## config.mk

```make
export PLATFORM = sky130hd
export DESIGN_NAME = serdes_link_sched
export DESIGN_NICKNAME = d
export VERILOG_FILES = /design/src/rtl/serdes_link_sched.sv
export SDC_FILE = /design/constraint.sdc
export NUM_CORES = 1
export LEC_CHECK = 0
export CAP_MARGIN = 40
export CELL_PAD_IN_SITES_DETAIL_PLACEMENT = 0
export CELL_PAD_IN_SITES_GLOBAL_PLACEMENT = 1
export CORE_MARGIN = 5
export CORE_UTILIZATION = 37
export DETAILED_ROUTE_END_ITERATION = 8
export GPL_TIMING_DRIVEN = 0
export PLACE_DENSITY = 0.93
export RECOVER_POWER = 50
export REMOVE_ABC_BUFFERS = 1
export SKIP_LAST_GASP = 1
export SLEW_MARGIN = 20
export SYNTH_ARGS = -nofsm -noshare
export SYNTH_HDL_FRONTEND = slang
export SYNTH_SLANG_ARGS = --single-unit
export TNS_END_PERCENT = 100
```

## constraint.sdc

```tcl
create_clock -name clk -period 4.8 [get_ports clk]
set_clock_uncertainty 0.15 [all_clocks]
set_input_delay 0.72 -clock clk [delete_from_list [all_inputs] [get_ports clk]]
set_output_delay 0.72 -clock clk [all_outputs]
set_load 0.05 [all_outputs]
```

## src/rtl/serdes_link_sched.sv

```systemverilog
// serdes_link_sched
//   Link-level controller in front of an 8-bit serdes. One byte per slot of
//   HOLD clocks is presented on para_in_o. The link is trained by sending
//   SYNC_WORD until LOCK_COUNT consecutive slot samples of the looped-back
//   para_out_i equal SYNC_WORD. Once locked, the transmit slots are shared
//   round-robin between NREQ byte requesters. A sync byte is forced after
//   every SYNC_PERIOD data bytes, and every received slot is handed upstream.
//
// Ports
//   clk          rising-edge clock
//   reset        asynchronous, active-low reset
//   retrain      level; forces a return to training
//   req_valid    per-requester byte available
//   req_data     requester i byte at [8i+7:8i]
//   req_ready    one-hot accept pulse, asserted only in the granting slot-end cycle
//   grant_id     index of the last granted requester
//   para_in_o    byte driven to serdes para_in, stable for HOLD cycles
//   para_out_i   byte from serdes para_out
//   locked       link trained
//   rx_data      para_out_i sampled at slot end while locked
//   rx_valid     one-cycle pulse per received slot while locked
//   rx_is_sync   qualifies rx_valid; rx_data == SYNC_WORD
//
// State | meaning
//   TRAIN | sending SYNC_WORD, counting consecutive SYNC_WORD samples
//   RUN   | locked; arbitrating requesters, inserting sync, receiving
module serdes_link_sched #(
    parameter int          NREQ        = 2,
    parameter int          HOLD        = 10,
    parameter logic [7:0]  SYNC_WORD   = 8'h81,
    parameter logic [7:0]  IDLE_WORD   = 8'h00,
    parameter int          SYNC_PERIOD = 16,
    parameter int          LOCK_COUNT  = 3
) (
    input  logic              clk,
    input  logic              reset,
    input  logic              retrain,
    input  logic [NREQ-1:0]   req_valid,
    input  logic [8*NREQ-1:0] req_data,
    output logic [NREQ-1:0]   req_ready,
    output logic [2:0]        grant_id,
    output logic [7:0]        para_in_o,
    input  logic [7:0]        para_out_i,
    output logic              locked,
    output logic [7:0]        rx_data,
    output logic              rx_valid,
    output logic              rx_is_sync
);

    localparam int SW = (HOLD > 1) ? $clog2(HOLD) : 1;
    localparam int DW = $clog2(SYNC_PERIOD + 1);
    localparam int MW = $clog2(LOCK_COUNT + 1);

    typedef enum logic {
        TRAIN = 1'b0,
        RUN   = 1'b1
    } state_t;

    state_t         state;
    logic [SW-1:0]  slot_cnt;
    logic [DW-1:0]  data_cnt;
    logic [MW-1:0]  match_cnt;
    logic [2:0]     rr_ptr;

    logic           slot_end;
    logic           sync_due;
    logic           sample_is_sync;
    logic           pick_found;
    logic [2:0]     pick_idx;
    logic [7:0]     pick_byte;
    logic           grant_ok;

    assign slot_end       = (slot_cnt == SW'(HOLD - 1));
    assign sync_due       = (data_cnt == DW'(SYNC_PERIOD));
    assign sample_is_sync = (para_out_i == SYNC_WORD);

    // (base + k) mod NREQ; base < NREQ and k < NREQ so one subtraction suffices
    function automatic logic [2:0] rr_index(input logic [2:0] base, input int k);
        int s;
        s = int'(base) + k;
        if (s >= NREQ) s = s - NREQ;
        return s[2:0];
    endfunction

    // First valid requester at or after rr_ptr, wrapping.
    always_comb begin
        pick_found = 1'b0;
        pick_idx   = '0;
        pick_byte  = IDLE_WORD;
        for (int k = 0; k < NREQ; k++) begin
            for (int i = 0; i < NREQ; i++) begin
                if (!pick_found && req_valid[i] && (3'(i) == rr_index(rr_ptr, k))) begin
                    pick_found = 1'b1;
                    pick_idx   = 3'(i);
                    pick_byte  = req_data[8*i +: 8];
                end
            end
        end
    end

    // Retrain suppresses the grant in the same cycle so no byte is consumed
    // that will never be sent.
    assign grant_ok = (state == RUN) && slot_end && !retrain && !sync_due && pick_found;

    always_comb begin
        req_ready = '0;
        for (int i = 0; i < NREQ; i++) begin
            req_ready[i] = grant_ok && (3'(i) == pick_idx);
        end
    end

    always_ff @(posedge clk or negedge reset) begin
        if (!reset) begin
            state      <= TRAIN;
            slot_cnt   <= '0;
            data_cnt   <= '0;
            match_cnt  <= '0;
            rr_ptr     <= '0;
            grant_id   <= '0;
            para_in_o  <= '0;
            locked     <= 1'b0;
            rx_data    <= '0;
            rx_valid   <= 1'b0;
            rx_is_sync <= 1'b0;
        end else begin
            rx_valid   <= 1'b0;
            rx_is_sync <= 1'b0;
            slot_cnt   <= slot_end ? '0 : slot_cnt + SW'(1);

            if ((state == RUN) && slot_end) begin
                rx_valid   <= 1'b1;
                rx_data    <= para_out_i;
                rx_is_sync <= sample_is_sync;
            end

            if (retrain) begin
                // The current byte completes its slot; the next load is sync.
                state     <= TRAIN;
                locked    <= 1'b0;
                match_cnt <= '0;
                if (slot_end) para_in_o <= SYNC_WORD;
            end else if (state == TRAIN) begin
                if (slot_end) begin
                    para_in_o <= SYNC_WORD;
                    if (sample_is_sync) begin
                        if (match_cnt == MW'(LOCK_COUNT - 1)) begin
                            state     <= RUN;
                            locked    <= 1'b1;
                            match_cnt <= '0;
                            data_cnt  <= '0;
                        end else begin
                            match_cnt <= match_cnt + MW'(1);
                        end
                    end else begin
                        match_cnt <= '0;
                    end
                end
            end else if (slot_end) begin
                if (sync_due) begin
                    para_in_o <= SYNC_WORD;
                    data_cnt  <= '0;
                end else if (pick_found) begin
                    para_in_o <= pick_byte;
                    grant_id  <= pick_idx;
                    rr_ptr    <= (pick_idx == 3'(NREQ - 1)) ? 3'd0 : pick_idx + 3'd1;
                    data_cnt  <= data_cnt + DW'(1);
                end else begin
                    // Idle slots do not count toward the sync period.
                    para_in_o <= IDLE_WORD;
                end
            end
        end
    end

endmodule

```

Yosys cells after proc, flatten, opt, wreduce, memory -nomap -nowiden
Cells that the tools add are included.
- register bits after elaboration: 37
- input bits: 29
- output and inout bits: 24
- word-level logic and storage cells: 108
- add/sub/neg operators: 7
- magnitude comparators: 2
- eq/ne operators: 11
- muxes and demuxes: 45
- bitwise operators: 2
- reduce and logical (&&, ||, !) cells: 30
- operators by type and width (operator ; number):
    two-way mux 8 bit ; 10
    two-way mux 5 bit ; 7
    two-way mux 1 bit ; 17
    two-way mux 3 bit ; 5
    logical AND 1 bit ; 13
    two-way mux 2 bit ; 5
    AND reduction 5 bit ; 2
    nonzero test 2 bit ; 5
    == test 1 x 3 -> 1 bit, first input constant ; 3
    zero test 3 bit ; 3
    == test 8 bit, second input constant ; 1
    subtractor 3 x 2 -> 3 bit, second input constant ; 2
    adder 5 x 1 -> 5 bit, second input constant ; 1
    == test 5 bit, second input constant ; 1
    zero test 1 bit ; 5
    adder 3 x 1 -> 4 bit, second input constant ; 1
    adder 4 x 1 -> 4 bit, second input constant ; 1
    == test 4 bit, second input constant ; 1
    greater-or-equal comparator 4 x 2 -> 1 bit, second input constant ; 1
    two-way mux 4 bit ; 1
    AND reduction 4 bit ; 1
    adder 3 x 1 -> 3 bit, second input constant ; 1
    == test 3 x 1 -> 1 bit, second input constant ; 1
    greater-or-equal comparator 3 x 2 -> 1 bit, second input constant ; 1
    7 further kinds ; 8

Logic depth before layout (Yosys ltp)
Gate-level depths: netlist of the first run.
- depth in word-level cells: 22
- depth in mapped cells: 6
- depth with buffers taken out: 6

Least setup slack after synthesis of the first run
OpenSTA, ideal clock, no wires.
- path type: in2out
- from: input port req_valid[1]
- to: output port req_ready[1]
- arrival time: 1624 ps
- data required time: 3930 ps
- slack: 2306 ps
- stages: 2
- buffers on the path: 0
- cells stage by stage: a21boi_1 and2_1
- longest elaborated chain between the ends: 13
- elaborated cells between the ends (all ways): 17
- classes of those cells: eq/ne (1); mux (6); reduce/logical (10)
- ends and longest elaborated chain (what ; line ; source):
    from (decl) ; 38 ; input logic [NREQ-1:0] req_valid,
    logical AND 1 bit (2 in series) ; 92 ; if (!pick_found && req_valid[i] && (3'(i) == rr_index(rr_ptr, k))) begin
    two-way mux 1 bit ; 92 ;
    zero test 1 bit ; 92 ;
    logical AND 1 bit (2 in series) ; 92 ;
    two-way mux 1 bit ; 92 ;
    zero test 1 bit ; 92 ;
    logical AND 1 bit (2 in series) ; 92 ;
    two-way mux 3 bit / two-way mux 1 bit (equally long branches) ; 92 ;
    == test 1 x 3 -> 1 bit / logical AND 1 bit (equally long branches) ; 108, 103 ;
    logical AND 1 bit (*) ; 108 ; req_ready[i] = grant_ok && (3'(i) == pick_idx);
    to (decl) ; 40 ; output logic [NREQ-1:0] req_ready,
Every way passes the cells marked *; elsewhere a longest branch is shown, timed or not.

Worst setup path after layout of the first run
Same ends and word-level chain as after synthesis.

==> results of run 1 <==
worst max path at each step:
| stage | start | to | slack [ps] | depth (start not counted) |
|---|---|---|---|---|
| 4_1_cts | req_valid[1] | req_ready[1] | 900 | 4 |
| 2_1_floorplan | req_valid[1] | req_ready[1] | 2310 | 2 |
| 3_3_place_gp | req_valid[1] | req_ready[1] | 1030 | 4 |
| 6_report | req_valid[1] | req_ready[1] | 930 | 4 |
| 5_1_grt | req_valid[1] | req_ready[1] | 820 | 4 |
| 3_5_place_dp | req_valid[1] | req_ready[1] | 900 | 4 |
final cells by class:
| class | instances | area [um2] |
|---|---|---|
| Tap cell | 50 | 62.6 |
| Inverter | 6 | 22.5 |
| Timing Repair Buffer | 50 | 494 |
| Multi-Input combinational cell | 96 | 687 |
| Clock inverter | 1 | 5.00 |
| Sequential cell | 33 | 826 |
| Clock buffer | 7 | 96.3 |
| Fill cell | 338 | 1840 |
metrics by stage:
stage	worst slack [ps]	util [%]
floorplan	2310	-
global placement	1030	52.1
detailed placement	897	52.0
CTS	898	54.5
global route	815	54.4
finish	925	54.4
tightest hold or removal path, stage by stage (launching register included):
cell and delay, ps:
sky130_fd_sc_hd__dfrtp_1 340, sky130_fd_sc_hd__nand2_1 40, sky130_fd_sc_hd__o21ai_0 60
sequential cells by signal, summed over array words and instances, names as in the netlist:
name        cells
slot_cnt        4
rr_ptr          1
state           1
grant_id        1
rx_valid        1
para_in_o       8
match_cnt       2
locked          1
rx_data         8
rx_is_sync      1
data_cnt        5
metal layers:
layer  track usage (%)  part of all wire [%]  up-vias
met5                 0                     0        -
met4              6.32                   1.1        0
met3              6.81                    11        5
met2              27.2                    51       61
met1              15.3                    38      631
li1                  -                     -      605
power by group through the flow:
| stage | sequential (mW) | combinational, mW | clock (mW) |
|---|---|---|---|
| after floorplan | 0.301 | 0.0153 | 0 |
| after global placement | 0.288 | 0.0670 | 0 |
| after detailed placement | 0.289 | 0.0684 | 0 |
| after CTS | 0.283 | 0.0688 | 0.235 |
| after global routing | 0.284 | 0.0721 | 0.247 |
| final | 0.283 | 0.0677 | 0.228 |
cell families after synthesis:
kind of cell	share of synthesized area, %
and+or+nand+nor	16.4
muxes	7.17
xor gates and xnor gates	0.564
adders and majority gates	1.61
DFF	53.1
buffers and inverters	2.90
AOI/OAI and AO/OA	18.0
other	0.241
cells in the final DEF, fill, tap and decap left out, drive strengths merged:
cell type,count
or4b,2
a311oi,1
and4bb,1
o21ai,10
nor4b,1
a21o,2
a21oi,9
clkinv,1
and2,3
nor3b,1
o2bb2ai,1
a32o,2
clkbuf,8
a22oi,8
conb,2
a22o,1
nand4,1
xnor2,1
nand4bb,2
and4b,1
ha,2
nand2,12
nand3,4
mux2,9
clkdlybuf4s50,49
inv,6
nor2,10
mux2i,1
a211o,1
and3,1
nor3,2
a21boi,2
nand3b,1
dfrtp,33
o211ai,1
o21ba,1
==> parameters.txt, run 1 <==
Parameter                              Value

Outcome
  Run status ... complete, but fails checks
  Violations in the final reports ... capacitance limit, slew limit

STA
  Worst Max-Slew Pin Slew ... 1740 ps
  Worst slew margin relative to its limit ... -15.9%
  Crit share post-route ... 80.7%
  Final Max Tran Viols ... 34
  Max Freq ... approximately 260 MHz
  Hold Fails Final Rpt ... 0
  Setup repair after global routing missed its margin ... no
  Setup TNS Final ... 0 ps
  Total setup violations reported at the end of the flow ... 0
  Hold_ws ... 333 ps
  Final critical delay including setup and external delays ... between 3000 and 4000 ps

CTS
  Clk root buf ... sky130_fd_sc_hd__clkbuf_8
  Cts-stage hold buffer count ... 0
  CTS H-tree lvls ... 2
  Worst skew pair latency ... around 280 ps
  Resize count post-CTS ... 0
  Clock slew seen by the registers of the worst setup and hold paths ... about 70 ps
  Number of buffers inserted during clock tree synthesis ... 5
  Clock tree buffer depth ... 2
  CTS tree ... built
  Sink count of the clock tree ... 33
  Buffers inserted during post-CTS setup optimization ... 0

Setup path
  CP max FO ... 9
  Most repeated library cell on the critical path ... sky130_fd_sc_hd__clkdlybuf4s50_1
  Top Family by Delay on Critical Path ... buffers and inverters
  WP data required ... 3930 ps
  Cell Chain, Critical Path ... clkdlybuf4s50_1 -> a21boi_1 -> and2_1 -> clkdlybuf4s50_1
  Path type of the worst setup path ... in2out
  Worst Setup End Kind ... output port
  Crit start category ... input pin
  Data arrival time at the worst-slack endpoint ... approximately 3000 ps
  Slowest cell on the critical path ... sky130_fd_sc_hd__clkdlybuf4s50_1
  Max stage delay on crit path ... 820 ps
  Setup slack, reg-to-reg ... 2600 ps
  Worst R2R End ... data_cnt[2]
  Reg2reg start ... slot_cnt[2]
  Critical path buffer and inverter count ... 2
  Depth of the most critical reg-to-reg path ... 4

Drt
  Final wirelength ... ~3.9 mm
  Post-route DRC violation count ... 0
  Antenna-violating nets left ... 0
  Routed WL per cell ... 16.0 um
  Iteration-0 DRC Markers ... just over 80
  Vias after detailed routing ... about 1,300
  Number of iterations in the first detailed-routing pass ... 4
  Via density per instance ... 5.36

Die
  Floorplan row count ... 23
  Initial standard-cell utilization of the core ... 38.6%
  DIE AREA ... ~5600 um2
  Die height ... approximately 75 um
  Width of the die ... about 75 um
  Total core area ... around 4000 um2
  I/O pin count ... 53

Placed design
  Count of port buffers added during placement ... 50
  Detailed placement HPWL ... 2.97 mm
  RePlAce Congestion ... 0.770
  Cell area after placement ... 2090 um2
  Number of instances in the placed design ... 235

Final layout
  Post-layout instance count excluding filler cells ... roughly 240
  Final instance area ... 2190 um2
  Antenna cell count ... 0
  Area growth syn-to-layout ... 41.1%
  Fraction of layout cells with a size suffix above 1 ... 11.9%
  Net count, final ... 223

Yosys
  EDFF count, synth ... 0
  Most frequent cell after synthesis ... sky130_fd_sc_hd__dfrtp_1
  Area of the mapped netlist ... roughly 1600 um2
  Proportion of synthesized chip area in sequential cells ... 53.1%
  Avg Cell Area, Syn ... 11.3 um2
  Biggest area contributors in the synthesized netlist ... sky130_fd_sc_hd__dfrtp_1 (53%), sky130_fd_sc_hd__mux2_2 (6.5%), sky130_fd_sc_hd__a22oi_1 (3.9%)
  Async S/R FF share, synth ... 100%
  Count of synthesis-stage warnings from yosys ... 0
  Leading area contributor after synthesis ... sky130_fd_sc_hd__dfrtp_1
  Post-synthesis cell type count ... 36
  Most frequently used flop master after synthesis ... sky130_fd_sc_hd__dfrtp_1
  Register bit count reported by yosys ... 33
  Instance count of the mapped netlist ... about 140
  Top-area cell type share of the netlist area ... 53.1%
  Leading cell types by count after synthesis ... sky130_fd_sc_hd__dfrtp_1 (33), sky130_fd_sc_hd__nand2_1 (12), sky130_fd_sc_hd__nor2_1 (10)

Power and ir drop
  Gate power share ... 11.7%
  Static leakage ... between 0.9 and 1 nW
  P per Cell Area ... 264 nW/um2
  Switch share ... between 20% and 30%
  Worst vdd rail ir drop ... about 0.0002 V
  Total internal power ... 0.444 mW
  Sequential Power Share ... between 40% and 50%
  Clock network power share ... around two fifths
  P_sw ... 0.135 mW
  Power Total ... roughly 0.58 mW

Global routing
  Overflow left after global routing ... 0
  Total global routing track utilization ... 15.2%
  Pin count of the biggest net entering global routing ... 34
  First-pass GRT wire length ... 6.38 mm
  Vias in the first global route ... 1,441
  Number of antenna violations at the first check in global routing ... 0

Flow run
  Maxcap violations ... 1

Worst hold path
  Worst min-delay path class ... reg2reg
  Number of stages on the worst hold path ... 2
  Worst hold start ... para_in_o[3]
  End point of the worst hold path ... para_in_o[3]
(Power assumes the default switching activity.)
==> run 2, diff against run 1 <==
CORE_UTILIZATION = 34   (was 37)
PLACE_DENSITY = 0.88   (was 0.93)
clock period = 3.7 ns   (was 4.8 ns; I/O delays follow)
==> run 2 against run 1 <==
The run now ends clean. Final area is 0.57% lower. Via count is 2.1% lower. Non-clock buffer count is 1 higher. Register-to-register slack worse by 1100 ps. Sequential power is 30% higher. Critical endpoint unchanged.
==> parameters.txt, run 2 (same netlist as run 1, synthesis figures left out) <==
Parameter                              Value

Global routing
  Vias in the first global route ... 1,309
  Total global routing track utilization ... 12.5%
  Number of antenna violations at the first check in global routing ... 0
  First-pass GRT wire length ... 6.25 mm
  Overflow left after global routing ... 0
  Pin count of the biggest net entering global routing ... 19

STA
  Worst setup slack after layout ... 228 ps
  Total setup violations reported at the end of the flow ... 0
  Hold_ws ... 204 ps
  Max Freq ... 288 MHz
  Final critical delay including setup and external delays ... 3470 ps
  Crit share post-route ... roughly 94%
  Setup TNS Final ... 0 ps
  Worst slew margin relative to its limit ... 32.9%
  Setup repair after global routing missed its margin ... no
  Worst Max-Slew Pin Slew ... 1010 ps
  Final Max Tran Viols ... 0
  Hold Fails Final Rpt ... 0

Die
  Initial standard-cell utilization of the core ... 35.4%
  Floorplan row count ... 24
  Total core area ... roughly 4400 um2
  Width of the die ... 77.6 um
  I/O pin count ... 53
  Die height ... 77.6 um
  DIE AREA ... about 6000 um2

CTS
  Buffers inserted during post-CTS setup optimization ... 0
  Resize count post-CTS ... 0
  CTS H-tree lvls ... 2
  Number of buffers inserted during clock tree synthesis ... 5
  Sink count of the clock tree ... 33
  Clk root buf ... sky130_fd_sc_hd__clkbuf_8
  Clock slew seen by the registers of the worst setup and hold paths ... 60 ps
  CTS tree ... built
  Clock tree buffer depth ... 2
  Worst skew pair latency ... between 200 and 300 ps
  Cts-stage hold buffer count ... 0

Setup path
  WP data required ... 2990 ps
  Path type of the worst setup path ... in2out
  Worst Setup End Kind ... output port
  CP max FO ... 9
  Crit start category ... input pin
  Data arrival time at the worst-slack endpoint ... 2770 ps

Final layout
  Area growth syn-to-layout ... 40.3%
  Commonest non-fill, non-tap cells in the layout ... sky130_fd_sc_hd__clkdlybuf4s50_1 (49), sky130_fd_sc_hd__dfrtp_1 (33), sky130_fd_sc_hd__nand2_1 (12)
  Net count, final ... 224
  Fraction of layout cells with a size suffix above 1 ... 11.3%
  Antenna cell count ... 0
  Most common cell after layout, fill and taps aside ... sky130_fd_sc_hd__clkdlybuf4s50_1
  Final instance area ... 2180 um2
  Fill cell total of the finished layout ... 409
  Registers with the highest flip-flop counts ... para_in_o x8, rx_data x8, data_cnt x5
  Share of the core filled with cells in the final layout ... 49.7%

Placed design
  Count of port buffers added during placement ... 50
  Cell area after placement ... between 2000 and 2500 um2
  Worst slack at placement ... 238 ps
  RePlAce Congestion ... approximately 0.8
  Detailed placement HPWL ... 2.68 mm

Power and ir drop
  Worst vdd rail ir drop ... 0.000227 V
  Static leakage ... between 0.9 and 1 nW
  P per Cell Area ... 326 nW/um2

Drt
  Routed WL per cell ... 14.4 um
  Iteration-0 DRC Markers ... 133
  Via density per instance ... 5.18
  Number of iterations in the first detailed-routing pass ... 4
  Final wirelength ... between 3 and 4 mm
  Antenna-violating nets left ... 0
  Post-route DRC violation count ... 0
  Vias after detailed routing ... about 1,300

Outcome
  Run status ... complete, no violations

Worst hold path
  Worst min-delay path class ... in2async

Flow run
  Maxcap violations ... 0
## run 2: cell types whose count changed in the layout (fill, tap and decap cells not counted), sizes merged
cell,change
clkinv,+1
## run 2: cell type report
class                   instances  area (um2)  area share [%]
flip-flops and latches         33         826            37.9
multi-input cells              96         687            31.5
repair buffers                 51         498            22.8
clock buffers                   6        72.6            3.33
well taps                      52        65.1            2.98
inverters                       6        22.5            1.03
clock inverters                 2        10.0           0.459
## run 2: layer usage
layer  vias to the layer above  GRT usage [%]  routed length, um
li1                        614              -                  -
met1                       609           15.7               1570
met2                        47           18.8               1510
met3                         5           6.48                426
met4                         0           3.61                 40
met5                         -              0                  0
## run 2: power breakdown
part | total, mW | internal (mW) | switching, mW | leakage [nW]
Sequential | 0.367 | 0.365 | 0.00201 | 0.418
Combinational | 0.0878 | 0.0424 | 0.0454 | 0.464
Clock | 0.256 | 0.130 | 0.126 | 0.0450
## run 2: final timing paths
kind | start | endpoint | slack (ps) | depth (start not counted)
max in group asynchronous | reset | match_cnt[0] | 1810 | 2
worst min-delay path | reset | para_in_o[5] | 200 | 1
min in group clk | grant_id[0] | grant_id[0] | 330 | 1
worst max-delay path | req_valid[1] | req_ready[1] | 230 | 4
worst max register to register | slot_cnt[2] | data_cnt[2] | 1500 | 4
worst min register to register | grant_id[0] | grant_id[0] | 330 | 1
## run 2: worst max-delay path, stage by stage
cell                              delay [ps]
sky130_fd_sc_hd__clkdlybuf4s50_1         540
sky130_fd_sc_hd__a21boi_1                620
sky130_fd_sc_hd__and2_1                  240
sky130_fd_sc_hd__clkdlybuf4s50_1         810
## run 2: metrics by stage
step	total power [mW]	std cells
2_1_floorplan	0.410	135
3_3_place_gp	0.462	237
3_5_place_dp	0.466	238
4_1_cts	0.728	246
5_1_grt	0.747	246
6_report	0.711	246
==> run 3, diff against run 2 <==
MAX_ROUTING_LAYER = met4   (was default)
==> run 3 against run 2 <==
Sequential share of layout area unchanged. Wire length about the same. Via count down 0.31%. Critical path depth unchanged. Core utilization unchanged. Critical path type unchanged.
==> parameters.txt, run 3 (same netlist as run 1, synthesis figures left out) <==
Parameter                              Value

Outcome
  Run status ... complete, no violations

CTS
  CTS tree ... built
  Resize count post-CTS ... 0
  Worst skew pair latency ... 280 ps
  CTS H-tree lvls ... 2
  Buffers inserted during post-CTS setup optimization ... 0
  Clk root buf ... sky130_fd_sc_hd__clkbuf_8
  Sink count of the clock tree ... 33
  Clock tree buffer depth ... 2
  Number of buffers inserted during clock tree synthesis ... 5
  Clock slew seen by the registers of the worst setup and hold paths ... 60 ps
  Cts-stage hold buffer count ... 0

Final layout
  Share of the core filled with cells in the final layout ... between 40 and 50%
  Fill cell total of the finished layout ... 409
  Registers with the highest flip-flop counts ... para_in_o x8, rx_data x8, data_cnt x5
  Fraction of layout cells with a size suffix above 1 ... 11.3%
  Area growth syn-to-layout ... 40.3%
  Total area of sequential cells ... between 800 and 900 um2
  Net count, final ... 224
  Most common cell after layout, fill and taps aside ... sky130_fd_sc_hd__clkdlybuf4s50_1
  Commonest non-fill, non-tap cells in the layout ... sky130_fd_sc_hd__clkdlybuf4s50_1 (49), sky130_fd_sc_hd__dfrtp_1 (33), sky130_fd_sc_hd__nand2_1 (12)
  Area of the multi-input gates ... around 700 um2
  Antenna cell count ... 0
  Post-layout instance count excluding filler cells ... 246

Setup path
  Path type of the worst setup path ... in2out
  Worst Setup End Kind ... output port
  Crit start category ... input pin
  Data arrival time at the worst-slack endpoint ... 2770 ps
  WP data required ... around 3000 ps
  CP max FO ... 9

Placed design
  RePlAce Congestion ... 0.810
  Worst slack at placement ... ~240 ps
  Detailed placement HPWL ... 2.68 mm
  Number of instances in the placed design ... ~240
  Count of port buffers added during placement ... 50

STA
  Worst setup slack after layout ... approximately 220 ps
  Max Freq ... 288 MHz
  Final Max Tran Viols ... 0
  Setup TNS Final ... 0 ps
  Worst slew margin relative to its limit ... ~33%
  Worst Max-Slew Pin Slew ... around 1000 ps
  Hold_ws ... 205 ps
  Crit share post-route ... 93.9%
  Total setup violations reported at the end of the flow ... 0
  Final critical delay including setup and external delays ... about 3500 ps
  Setup repair after global routing missed its margin ... no
  Hold Fails Final Rpt ... 0

Global routing
  Number of antenna violations at the first check in global routing ... 0
  Overflow left after global routing ... 0
  Vias in the first global route ... around 1,300
  Pin count of the biggest net entering global routing ... 19
  Total global routing track utilization ... between 10% and 20%
  First-pass GRT wire length ... 6.26 mm

Drt
  Vias after detailed routing ... between 1,000 and 1,500
  Iteration-0 DRC Markers ... 148
  Post-route DRC violation count ... 0
  Antenna-violating nets left ... 0
  Routed WL per cell ... 14.4 um
  Via density per instance ... 5.17
  Final wirelength ... roughly 3.5 mm
  Number of iterations in the first detailed-routing pass ... 4

Die
  Total core area ... 4380 um2
  Initial standard-cell utilization of the core ... 35.4%
  Width of the die ... 77.6 um
  I/O pin count ... 53
  Die height ... 77.6 um
  Floorplan row count ... 24
  DIE AREA ... 6020 um2

Power and ir drop
  Worst vdd rail ir drop ... approximately 0.00023 V
  Static leakage ... 0.927 nW
  P per Cell Area ... 326 nW/um2

Worst hold path
  Worst min-delay path class ... in2async

Flow run
  Maxcap violations ... 0
[run 3: report_power, final]
| part | switching (mW) | internal [mW] |
|---|---|---|
| combinational | 0.0453 | 0.0424 |
| clock | 0.126 | 0.130 |
| sequential | 0.00204 | 0.365 |
[run 3: routing by layer]
layer / GRT usage (%) / vias to the layer above / share of wire, %
met3: 5.90 / 5 / 11
met1: 16.4 / 603 / 45
met2: 18.6 / 49 / 43
met4: 3.61 / 0 / 1.2
li1: - / 614 / -
met5: - / - / 0
[run 3: final cells by class]
class / instances / area share, %
timing repair buffer: 51 / 22.8
tap: 52 / 2.98
inverter: 6 / 1.03
multi-input combinational: 96 / 31.5
clock buffer: 6 / 3.33
clock inverter: 2 / 0.459
sequential: 33 / 37.9
[run 3: stage by stage]
stage / power, mW / area, um2
global route: 0.749 / 2180
global placement: 0.462 / 2100
detailed placement: 0.466 / 2120
finish: 0.711 / 2180
CTS: 0.728 / 2210
floorplan: 0.410 / 1540
[run 3: worst max-delay path, cell delays in order]
cell                              delay, ps
sky130_fd_sc_hd__clkdlybuf4s50_1        540
sky130_fd_sc_hd__a21boi_1               620
sky130_fd_sc_hd__and2_1                 240
sky130_fd_sc_hd__clkdlybuf4s50_1        810
[run 3: final timing paths]
path	start	end	slack, ps	cells past startpoint
max reg2reg	slot_cnt[2]	data_cnt[2]	1510	4
max	req_valid[1]	req_ready[1]	220	4
min reg2reg	grant_id[0]	grant_id[0]	330	1
max in group asynchronous	reset	rx_data[1]	1810	2
min	reset	para_in_o[5]	200	1
min in group clk	grant_id[0]	grant_id[0]	330	1
